**src/rtl/dwconv_pkg.sv**
```systemverilog
// dwconv_pkg: shared types and widths for the dwconv blocks.
package dwconv_pkg;

  localparam int W_BITS = 144;
  localparam int B_BITS = 16;
  localparam int D_BITS = 16;

  typedef enum logic [2:0] {
    IDLE,
    LDW,
    CAPW,
    STRM,
    DRN,
    FIN
  } sched_state_e;

endpackage

```
**src/rtl/dwconv_sched_if.sv**
```systemverilog
// dwconv_sched_if: buffer-memory and dwconv-datapath signals of the scheduler.
interface dwconv_sched_if #(
  parameter int ADDR_W = 16,
  parameter int CH_W   = 6
);
  import dwconv_pkg::*;

  logic                     wmem_rd;
  logic [CH_W-1:0]          wmem_addr;
  logic [B_BITS+W_BITS-1:0] wmem_rdata;
  logic                     fmem_rd;
  logic [ADDR_W-1:0]        fmem_addr;
  logic [D_BITS-1:0]        fmem_rdata;
  logic                     dw_in_valid;
  logic [D_BITS-1:0]        dw_in_data;
  logic [W_BITS-1:0]        dw_weight;
  logic [B_BITS-1:0]        dw_bias;
  logic                     dw_out_valid;
  logic [D_BITS-1:0]        dw_sum;
  logic                     omem_wr;
  logic [ADDR_W-1:0]        omem_addr;
  logic [D_BITS-1:0]        omem_wdata;

  modport master (
    output wmem_rd, wmem_addr, fmem_rd, fmem_addr,
    output dw_in_valid, dw_in_data, dw_weight, dw_bias,
    output omem_wr, omem_addr, omem_wdata,
    input  wmem_rdata, fmem_rdata, dw_out_valid, dw_sum
  );

  modport slave (
    input  wmem_rd, wmem_addr, fmem_rd, fmem_addr,
    input  dw_in_valid, dw_in_data, dw_weight, dw_bias,
    input  omem_wr, omem_addr, omem_wdata,
    output wmem_rdata, fmem_rdata, dw_out_valid, dw_sum
  );

endinterface

```
**src/rtl/dwconv_sched_addr.sv**
```systemverilog
// dwconv_sched_addr: per-job base, per-channel pixel/output counters and the
// feature/output address adders (results wrap at ADDR_W).
module dwconv_sched_addr #(
  parameter int ADDR_W = 16
) (
  input  logic              clk,
  input  logic              rst,
  input  logic              i_job_start,
  input  logic              i_ch_start,
  input  logic              i_pix_inc,
  input  logic              i_ocnt_inc,
  input  logic              i_ch_done,
  input  logic [ADDR_W-1:0] i_n,
  output logic [ADDR_W-1:0] o_fmem_addr,
  output logic [ADDR_W-1:0] o_omem_addr,
  output logic              o_pix_last,
  output logic              o_ocnt_full
);

  logic [ADDR_W-1:0] r_base;
  logic [ADDR_W-1:0] r_pix;
  logic [ADDR_W-1:0] r_ocnt;

  always_ff @(posedge clk or posedge rst) begin
    if (rst) begin
      r_base <= '0;
      r_pix  <= '0;
      r_ocnt <= '0;
    end else begin
      if (i_job_start)    r_base <= '0;
      else if (i_ch_done) r_base <= r_base + i_n;

      if (i_ch_start)     r_pix <= '0;
      else if (i_pix_inc) r_pix <= o_pix_last ? '0 : r_pix + ADDR_W'(1);

      if (i_ch_start)      r_ocnt <= '0;
      else if (i_ocnt_inc) r_ocnt <= r_ocnt + ADDR_W'(1);
    end
  end

  assign o_fmem_addr = r_base + r_pix;
  assign o_omem_addr = r_base + r_ocnt;
  assign o_pix_last  = (r_pix == i_n - ADDR_W'(1));
  assign o_ocnt_full = (r_ocnt == i_n);

endmodule

```
**src/rtl/dwconv_sched.sv**
```systemverilog
// dwconv_sched: walks cfg_ch channels, loading weights, streaming pixels into
// dwconv and writing sums back. Drain watchdog built when DWCONV_SCHED_TIMEOUT_EN is defined.
module dwconv_sched
  import dwconv_pkg::*;
#(
  parameter int ADDR_W  = 16,
  parameter int DIM_W   = 7,
  parameter int CH_W    = 6,
  parameter int TIMEOUT = 1024
) (
  input  logic             clk,
  input  logic             rst,
  input  logic             i_start,
  input  logic [CH_W-1:0]  i_cfg_ch,
  input  logic [DIM_W-1:0] i_cfg_w,
  input  logic [DIM_W-1:0] i_cfg_h,
  output logic             o_busy,
  output logic             o_done,
  output logic             o_err,
  dwconv_sched_if.master   bus
);

  sched_state_e      r_state, w_next;
  logic [CH_W-1:0]   r_cfg_ch, r_ch;
  logic [ADDR_W-1:0] r_n, w_n;
  logic [W_BITS-1:0] r_weight;
  logic [B_BITS-1:0] r_bias;
  logic              r_rd_d1, r_busy, r_done, r_err;
  logic              r_omem_wr;
  logic [ADDR_W-1:0] r_omem_addr;
  logic [D_BITS-1:0] r_omem_wdata;
  logic              w_wmem_rd, w_fmem_rd;
  logic              w_accept, w_capture, w_ocnt_inc, w_spurious;
  logic              w_ch_done, w_last_ch, w_timeout, w_pix_last, w_ocnt_full;
  logic [ADDR_W-1:0] w_fmem_addr, w_omem_addr;

  assign w_n = {{(ADDR_W-DIM_W){1'b0}}, i_cfg_w} * {{(ADDR_W-DIM_W){1'b0}}, i_cfg_h};
  assign w_accept    = (r_state == IDLE) && i_start;
  assign w_capture   = (r_state == STRM) || (r_state == DRN);
  assign w_ocnt_inc  = bus.dw_out_valid && w_capture && !w_ocnt_full;
  assign w_spurious  = bus.dw_out_valid && !w_ocnt_inc;
  assign w_ch_done   = (r_state == DRN) && w_ocnt_full;
  assign w_last_ch   = ((r_ch + CH_W'(1)) == r_cfg_ch);

`ifdef DWCONV_SCHED_TIMEOUT_EN
  localparam int DRN_W = $clog2(TIMEOUT + 1);
  logic [DRN_W-1:0] r_drn_cnt;

  // Restarts on every returned sum, so only a silent datapath trips it.
  always_ff @(posedge clk or posedge rst) begin
    if (rst)                                      r_drn_cnt <= '0;
    else if (r_state != DRN || bus.dw_out_valid)  r_drn_cnt <= '0;
    else if (!w_timeout)                          r_drn_cnt <= r_drn_cnt + DRN_W'(1);
  end

  assign w_timeout = (r_state == DRN) && (r_drn_cnt == DRN_W'(TIMEOUT));
`else
  assign w_timeout = (TIMEOUT < 0);
`endif

  always_comb begin
    w_next    = r_state;
    w_wmem_rd = 1'b0;
    w_fmem_rd = 1'b0;
    unique case (r_state)
      IDLE: if (i_start) w_next = (i_cfg_ch == '0 || w_n == '0) ? FIN : LDW;
      LDW: begin
        w_wmem_rd = 1'b1;
        w_next    = CAPW;
      end
      CAPW: w_next = STRM;
      STRM: begin
        w_fmem_rd = 1'b1;
        if (w_pix_last) w_next = DRN;
      end
      DRN: begin
        if (w_ch_done)      w_next = w_last_ch ? FIN : LDW;
        else if (w_timeout) w_next = FIN;
      end
      FIN:     w_next = IDLE;
      default: w_next = IDLE;
    endcase
  end

  always_ff @(posedge clk or posedge rst) begin
    if (rst) begin
      r_state      <= IDLE;
      r_cfg_ch     <= '0;
      r_ch         <= '0;
      r_n          <= '0;
      r_weight     <= '0;
      r_bias       <= '0;
      r_rd_d1      <= 1'b0;
      r_busy       <= 1'b0;
      r_done       <= 1'b0;
      r_err        <= 1'b0;
      r_omem_wr    <= 1'b0;
      r_omem_addr  <= '0;
      r_omem_wdata <= '0;
    end else begin
      r_state <= w_next;
      if (w_accept) begin
        r_cfg_ch <= i_cfg_ch;
        r_n      <= w_n;
        r_ch     <= '0;
      end else if (w_ch_done) begin
        r_ch <= r_ch + CH_W'(1);
      end
      if (r_state == CAPW) begin
        r_weight <= bus.wmem_rdata[W_BITS-1:0];
        r_bias   <= bus.wmem_rdata[B_BITS+W_BITS-1:W_BITS];
      end
      r_rd_d1   <= w_fmem_rd;
      r_busy    <= (w_next != IDLE);
      r_done    <= (r_state == FIN);
      r_omem_wr <= w_ocnt_inc;
      if (w_ocnt_inc) begin
        r_omem_addr  <= w_omem_addr;
        r_omem_wdata <= bus.dw_sum;
      end
      // A late error in the same cycle as a new start is kept, not cleared.
      if (w_spurious || w_timeout) r_err <= 1'b1;
      else if (w_accept)           r_err <= 1'b0;
    end
  end

  dwconv_sched_addr #(
    .ADDR_W(ADDR_W)
  ) u_addr (
    .clk         (clk),
    .rst         (rst),
    .i_job_start (w_accept),
    .i_ch_start  (w_wmem_rd),
    .i_pix_inc   (w_fmem_rd),
    .i_ocnt_inc  (w_ocnt_inc),
    .i_ch_done   (w_ch_done),
    .i_n         (r_n),
    .o_fmem_addr (w_fmem_addr),
    .o_omem_addr (w_omem_addr),
    .o_pix_last  (w_pix_last),
    .o_ocnt_full (w_ocnt_full)
  );

  assign o_busy          = r_busy;
  assign o_done          = r_done;
  assign o_err           = r_err;
  assign bus.wmem_rd     = w_wmem_rd;
  assign bus.wmem_addr   = w_wmem_rd ? r_ch : '0;
  assign bus.fmem_rd     = w_fmem_rd;
  assign bus.fmem_addr   = w_fmem_rd ? w_fmem_addr : '0;
  assign bus.dw_in_valid = r_rd_d1;
  assign bus.dw_in_data  = r_rd_d1 ? bus.fmem_rdata : '0;
  assign bus.dw_weight   = r_weight;
  assign bus.dw_bias     = r_bias;
  assign bus.omem_wr     = r_omem_wr;
  assign bus.omem_addr   = r_omem_addr;
  assign bus.omem_wdata  = r_omem_wdata;

endmodule

```
**src/flat_wrapper.sv**
```systemverilog
// flat-port wrapper written by rule: the top's interface ports become plain ports
module dwconv_sched_flat import dwconv_pkg::*;
#(
  parameter int ADDR_W  = 16,
  parameter int DIM_W   = 7,
  parameter int CH_W    = 6,
  parameter int TIMEOUT = 1024
)
  (clk, rst, i_start, i_cfg_ch, i_cfg_w, i_cfg_h, o_busy, o_done, o_err, bus_wmem_rd, bus_wmem_addr, bus_fmem_rd, bus_fmem_addr, bus_dw_in_valid, bus_dw_in_data, bus_dw_weight, bus_dw_bias, bus_omem_wr, bus_omem_addr, bus_omem_wdata, bus_wmem_rdata, bus_fmem_rdata, bus_dw_out_valid, bus_dw_sum);
  dwconv_sched_if #(.ADDR_W(ADDR_W), .CH_W(CH_W)) bus_i ();
  input  logic clk;
  input  logic rst;
  input  logic i_start;
  input  logic [CH_W-1:0] i_cfg_ch;
  input  logic [DIM_W-1:0] i_cfg_w;
  input  logic [DIM_W-1:0] i_cfg_h;
  output logic o_busy;
  output logic o_done;
  output logic o_err;
  output wire logic [$bits(bus_i.wmem_rd)-1:0] bus_wmem_rd;
  output wire logic [$bits(bus_i.wmem_addr)-1:0] bus_wmem_addr;
  output wire logic [$bits(bus_i.fmem_rd)-1:0] bus_fmem_rd;
  output wire logic [$bits(bus_i.fmem_addr)-1:0] bus_fmem_addr;
  output wire logic [$bits(bus_i.dw_in_valid)-1:0] bus_dw_in_valid;
  output wire logic [$bits(bus_i.dw_in_data)-1:0] bus_dw_in_data;
  output wire logic [$bits(bus_i.dw_weight)-1:0] bus_dw_weight;
  output wire logic [$bits(bus_i.dw_bias)-1:0] bus_dw_bias;
  output wire logic [$bits(bus_i.omem_wr)-1:0] bus_omem_wr;
  output wire logic [$bits(bus_i.omem_addr)-1:0] bus_omem_addr;
  output wire logic [$bits(bus_i.omem_wdata)-1:0] bus_omem_wdata;
  input wire logic [$bits(bus_i.wmem_rdata)-1:0] bus_wmem_rdata;
  input wire logic [$bits(bus_i.fmem_rdata)-1:0] bus_fmem_rdata;
  input wire logic [$bits(bus_i.dw_out_valid)-1:0] bus_dw_out_valid;
  input wire logic [$bits(bus_i.dw_sum)-1:0] bus_dw_sum;
  assign bus_wmem_rd = bus_i.wmem_rd;
  assign bus_wmem_addr = bus_i.wmem_addr;
  assign bus_fmem_rd = bus_i.fmem_rd;
  assign bus_fmem_addr = bus_i.fmem_addr;
  assign bus_dw_in_valid = bus_i.dw_in_valid;
  assign bus_dw_in_data = bus_i.dw_in_data;
  assign bus_dw_weight = bus_i.dw_weight;
  assign bus_dw_bias = bus_i.dw_bias;
  assign bus_omem_wr = bus_i.omem_wr;
  assign bus_omem_addr = bus_i.omem_addr;
  assign bus_omem_wdata = bus_i.omem_wdata;
  assign bus_i.wmem_rdata = bus_wmem_rdata;
  assign bus_i.fmem_rdata = bus_fmem_rdata;
  assign bus_i.dw_out_valid = bus_dw_out_valid;
  assign bus_i.dw_sum = bus_dw_sum;
  dwconv_sched #(.ADDR_W(ADDR_W), .DIM_W(DIM_W), .CH_W(CH_W), .TIMEOUT(TIMEOUT)) u_core (.clk(clk), .rst(rst), .i_start(i_start), .i_cfg_ch(i_cfg_ch), .i_cfg_w(i_cfg_w), .i_cfg_h(i_cfg_h), .o_busy(o_busy), .o_done(o_done), .o_err(o_err), .bus(bus_i));
endmodule
```
**config.mk**
```make
export PLATFORM = sky130hd
export DESIGN_NAME = dwconv_sched_flat
export DESIGN_NICKNAME = d
export VERILOG_FILES = /design/src/rtl/dwconv_pkg.sv /design/src/rtl/dwconv_sched_if.sv /design/src/rtl/dwconv_sched_addr.sv /design/src/rtl/dwconv_sched.sv /design/src/flat_wrapper.sv
export SDC_FILE = /design/constraint.sdc
export NUM_CORES = 1
export LEC_CHECK = 0
export BUFFER_PORTS_ARGS = -buffer_cell sky130_fd_sc_hd__buf_4
export CAP_MARGIN = 25
export CORE_AREA = 5 5 175 177
export CTS_BUF_LIST = sky130_fd_sc_hd__clkbuf_16
export DETAILED_ROUTE_END_ITERATION = 16
export DIE_AREA = 0 0 180 182
export GPL_TIMING_DRIVEN = 0
export MAX_ROUTING_LAYER = met4
export PLACE_DENSITY = 0.91
export RECOVER_POWER = 100
export REMOVE_ABC_BUFFERS = 1
export SLEW_MARGIN = 15
export SYNTH_ARGS = -nofsm -noshare
export SYNTH_HDL_FRONTEND = slang
export SYNTH_SLANG_ARGS = --single-unit
```
**constraint.sdc**
```tcl
create_clock -name clk -period 25 [get_ports clk]
set_clock_uncertainty 0.1 [all_clocks]
set_input_delay 1.25 -clock clk [delete_from_list [all_inputs] [get_ports clk]]
set_output_delay 1.25 -clock clk [all_outputs]
set_load 0.03 [all_outputs]
```
==> results.toml <==
[die]
die_height_um = 182
initial_utilization = 0.525
floorplan.die_area_sq_um = 32800
number_of_rows_in_the_core_area = 63
core-area_sq_um = 29100
fp.dieW_um = 180
num_io_pins = 453

[status]
status = "finished with violations"
failed_checks = "max-capacitance violations, max-slew violations"

[timing]
final.period_utilization = 0.452
rsz0062_at_grt = "no"
achievable-frequency_ghz = 0.0885
slew_viol_final = 293
final-hold-violation-count = 0
setup_tns_ps = 0
worst_slew_margin_rel = -2.76
tightest_slew_ps = 5640
final.hold.worst_slack_ps = 374
final.setup.worst_slack_ps = 13700
setup_viol = 0
finalCriticalPeriod_ps = 11300

[grt]
grt_first_pass_wirelength_um = 73800
grt_pass1_vias = 12900
largest_net_degree_at_the_start_of_global_routing = 108
antenna_violations_before_repair = 20
total_congestion_overflow = 0
grtUsageTotal = 0.291

[power]
worst_supply_voltage_drop_on_vdd_v = 0.0000700
pwr-share-comb = 0.573
total_leakage_power_nw = 8.57
power.clock.fraction = 0.139
p_per_area_nw_per_um2 = 147
power.share.sequential = 0.288
p_int_mw = 1.39
design_power_total_mw = 2.78
netSwitchingFraction = 0.499
net-switching-power_mw = 1.39

[setup_path]
path_buf_inv = 4
critPathSlowestCell = "sky130_fd_sc_hd__clkbuf_1"
timing.critical_path.mode_cell = "sky130_fd_sc_hd__clkbuf_1"
critical-path-top-delay-family = "buffers and inverters"
crit_arrival_ps = 10870
worstSetupStartpointType = "input pin"
timing.critical_path.to_type = "async pin"
crit_path_max_fanout = 107
worst-endpoint-required_ps = 24570
worst-setup-path-type = "in2async"
timing.critical_path.slowest_cell_delay_ps = 4110
crit_chain = "clkbuf_4 -> clkinvlp_2 -> clkbuf_1 -> clkbuf_1"

[synthesis]
synthAdderAreaFrac = 0.101
yosysSeqAreaShare = 0.449
yosys.cell_types.count = 65
synth_top_family_by_area = "simple AND/OR/NAND/NOR gates"
post-synth-top-area-fraction = 0.449
synth_top_flop_cell = "sky130_fd_sc_hd__dfrtp_1"
syn_area_sq_um = 15300
synth_enable_flop_cells = 0
synthesized_area_fraction_occupied_by_ao_oa_aoi_and_oai_cells = 0.0843
async_reset_ff_frac = 1.00
yosys.area.top_type = "sky130_fd_sc_hd__dfrtp_1"
synth.top_cells.by_area = "sky130_fd_sc_hd__dfrtp_1 45%, sky130_fd_sc_hd__mux2_2 12%, sky130_fd_sc_hd__ha_1 6.6%"
postSynthAreaPerCell_sq_um = 10.8
post_synth_mux_area_share = 0.121
synth_simple_gate_area_frac = 0.155
postSynthCellCount = 1417
netlist_top_cells_count = "274 x sky130_fd_sc_hd__dfrtp_1, 164 x sky130_fd_sc_hd__nand2_1, 162 x sky130_fd_sc_hd__mux2_2"
synth_seq_cells = 274
yosysMostFrequentCell = "sky130_fd_sc_hd__dfrtp_1"
post_synthesis_xor_xnor_area_fraction = 0.0602
synth.yosys.warnings = 0

[route]
detail_route.vias_per_cell = 5.57
detail_route.iter0.violations = 846
detail_route.wl_per_cell_um = 21.2
vias = 12800
drt-total-wl_um = 48700
drt_pre_antenna_iters = 5
drt.antenna.violating_nets = 0
route.detailed.drc = 0

[clock_tree]
cts_resized = 0
clock_path_buffers = 3
cts_inserted_buffers = 29
clk_pin_slew_worst_paths_ps = 60
clk-insertion-delay-late_ps = 540
clock-sinks = 274
tritoncts = "built"
cts_hold_buffers = 0
cts_root_buf = "sky130_fd_sc_hd__clkbuf_16"
post-cts-setup-buffer-count = 0
htree_levels = 1

[placement]
place.gp.congestion = 0.979
dpl_cell_area_sq_um = 19100
numPortBuffers = 452
place.detailed.hpwl_um = 37900
placement.setup.worst_slack_ps = 19130

[min_path]
worst_hold_path_type = "reg2reg"

[flow_run]
maxCapViolCount = 4

[layout]
drive_gt1_frac = 0.227
nFillCells = 2449
nets = 2184
area_growth_syn_to_layout_pct = 24.0
layout.cell_area.non_filler_sq_um = 18900
-- worst paths after layout --
kind                                                     start                              endpoint  slack (ps)  cells after the start
setup / recovery                                           rst   u_core.bus.omem_addr[4]$_DFFE_PP0P_       13700                      4
hold / removal             u_core.bus.omem_addr[0]$_DFFE_PP0P_   u_core.bus.omem_addr[0]$_DFFE_PP0P_         370                      2
setup reg to reg                     u_core.r_n[9]$_DFFE_PP0P_  u_core.bus.omem_addr[14]$_DFFE_PP0P_       18120                      9
hold reg to reg            u_core.bus.omem_addr[0]$_DFFE_PP0P_   u_core.bus.omem_addr[0]$_DFFE_PP0P_         370                      2
max in group clk                     u_core.r_n[9]$_DFFE_PP0P_  u_core.bus.omem_addr[14]$_DFFE_PP0P_       18120                      9
min in group asynchronous                                  rst  u_core.bus.dw_weight[66]$_DFFE_PP0N_        1760                      2
-- cell type report --
| cell class | instances | area (sq um) | area share |
|---|---|---|---|
| Antenna cell | 21 | 52.6 | 0.00278 |
| Clock buffer | 29 | 726 | 0.0383 |
| Clock inverter | 23 | 123 | 0.00648 |
| Inverter | 40 | 151 | 0.00799 |
| Multi-Input combinational cell | 1041 | 7910 | 0.418 |
| Sequential cell | 274 | 6860 | 0.362 |
| Tap cell | 390 | 488 | 0.0258 |
| Timing Repair Buffer | 475 | 2630 | 0.139 |
-- sequential cells by signal, summed over array words and instances, names as in the netlist --
signal,count
u_core.bus.omem_addr,16
u_core.r_cfg_ch,6
u_core.r_ch,6
u_core.bus.dw_weight,144
u_core.u_addr.r_pix,16
u_core.o_done,1
u_core.o_err,1
u_core.r_n,14
u_core.o_busy,1
u_core.u_addr.r_ocnt,16
u_core.bus.dw_bias,16
u_core.bus.omem_wr,1
u_core.u_addr.r_base,16
u_core.r_state,3
u_core.bus.omem_wdata,16
u_core.bus.dw_in_valid,1
-- layer usage --
| metal | vias up | GRT usage | share of wire |
|---|---|---|---|
| li1 | 5869 | - | - |
| met1 | 6252 | 0.353 | 0.39 |
| met2 | 520 | 0.473 | 0.49 |
| met3 | 141 | 0.0499 | 0.064 |
| met4 | 0 | 0.145 | 0.055 |
| met5 | - | - | 0 |
-- stage by stage --
step,util,cells
6_report,0.651,2293
5_1_grt,0.651,2293
4_1_cts,0.687,2271
3_5_place_dp,0.658,2219
3_3_place_gp,0.648,2197
2_1_floorplan,-,1355
-- layout by cell type (no fill, tap or decap), drive strengths merged, types with 20 or more instances in the layout --
| cell type | count |
|---|---|
| a21oi | 33 |
| and2 | 64 |
| and3 | 29 |
| buf | 221 |
| clkbuf | 283 |
| dfrtp | 274 |
| diode | 21 |
| fa | 27 |
| ha | 80 |
| inv | 45 |
| mux2 | 162 |
| nand2 | 164 |
| nand3 | 44 |
| nand4 | 20 |
| nor2 | 70 |
| nor3 | 25 |
| o21ai | 72 |
| xnor2 | 51 |
| xor2 | 54 |
-- power by group through the flow --
| stage | clock network [mW] | registers [mW] | logic (mW) |
|---|---|---|---|
| CTS | 0.392 | 0.797 | 1.79 |
| detailed placement | 0 | 0.802 | 1.77 |
| finish | 0.386 | 0.799 | 1.59 |
| global placement | 0 | 0.789 | 1.78 |
| floorplan | 0 | 1.07 | 0.914 |
| global route | 0.410 | 0.821 | 1.72 |
-- worst register-to-register path, stage by stage, from the launching register on --
cell and delay [ps]:
sky130_fd_sc_hd__dfrtp_1 640, sky130_fd_sc_hd__xnor2_1 180, sky130_fd_sc_hd__nand4_1 110, sky130_fd_sc_hd__nor4_1 1920, sky130_fd_sc_hd__or2_0 1130, sky130_fd_sc_hd__clkbuf_1 980
sky130_fd_sc_hd__inv_1 900, sky130_fd_sc_hd__and3_1 480, sky130_fd_sc_hd__a211oi_1 200, sky130_fd_sc_hd__nand3_1 110
-- cells by family (layout without fill, tap and decap cells) --
| group | Yosys count | after routing |
|---|---|---|
| AO/OA/AOI/OAI | 196 | 196 |
| multiplexers | 164 | 164 |
| AND/OR/NAND/NOR | 469 | 469 |
| XOR/XNOR | 105 | 105 |
| buffers and inverters | 102 | 567 |
| other | 0 | 21 |
| adder cells (fa/ha/maj) | 107 | 107 |
| flip-flops | 274 | 274 |
No activity file was read; power rests on OpenSTA's default activity.
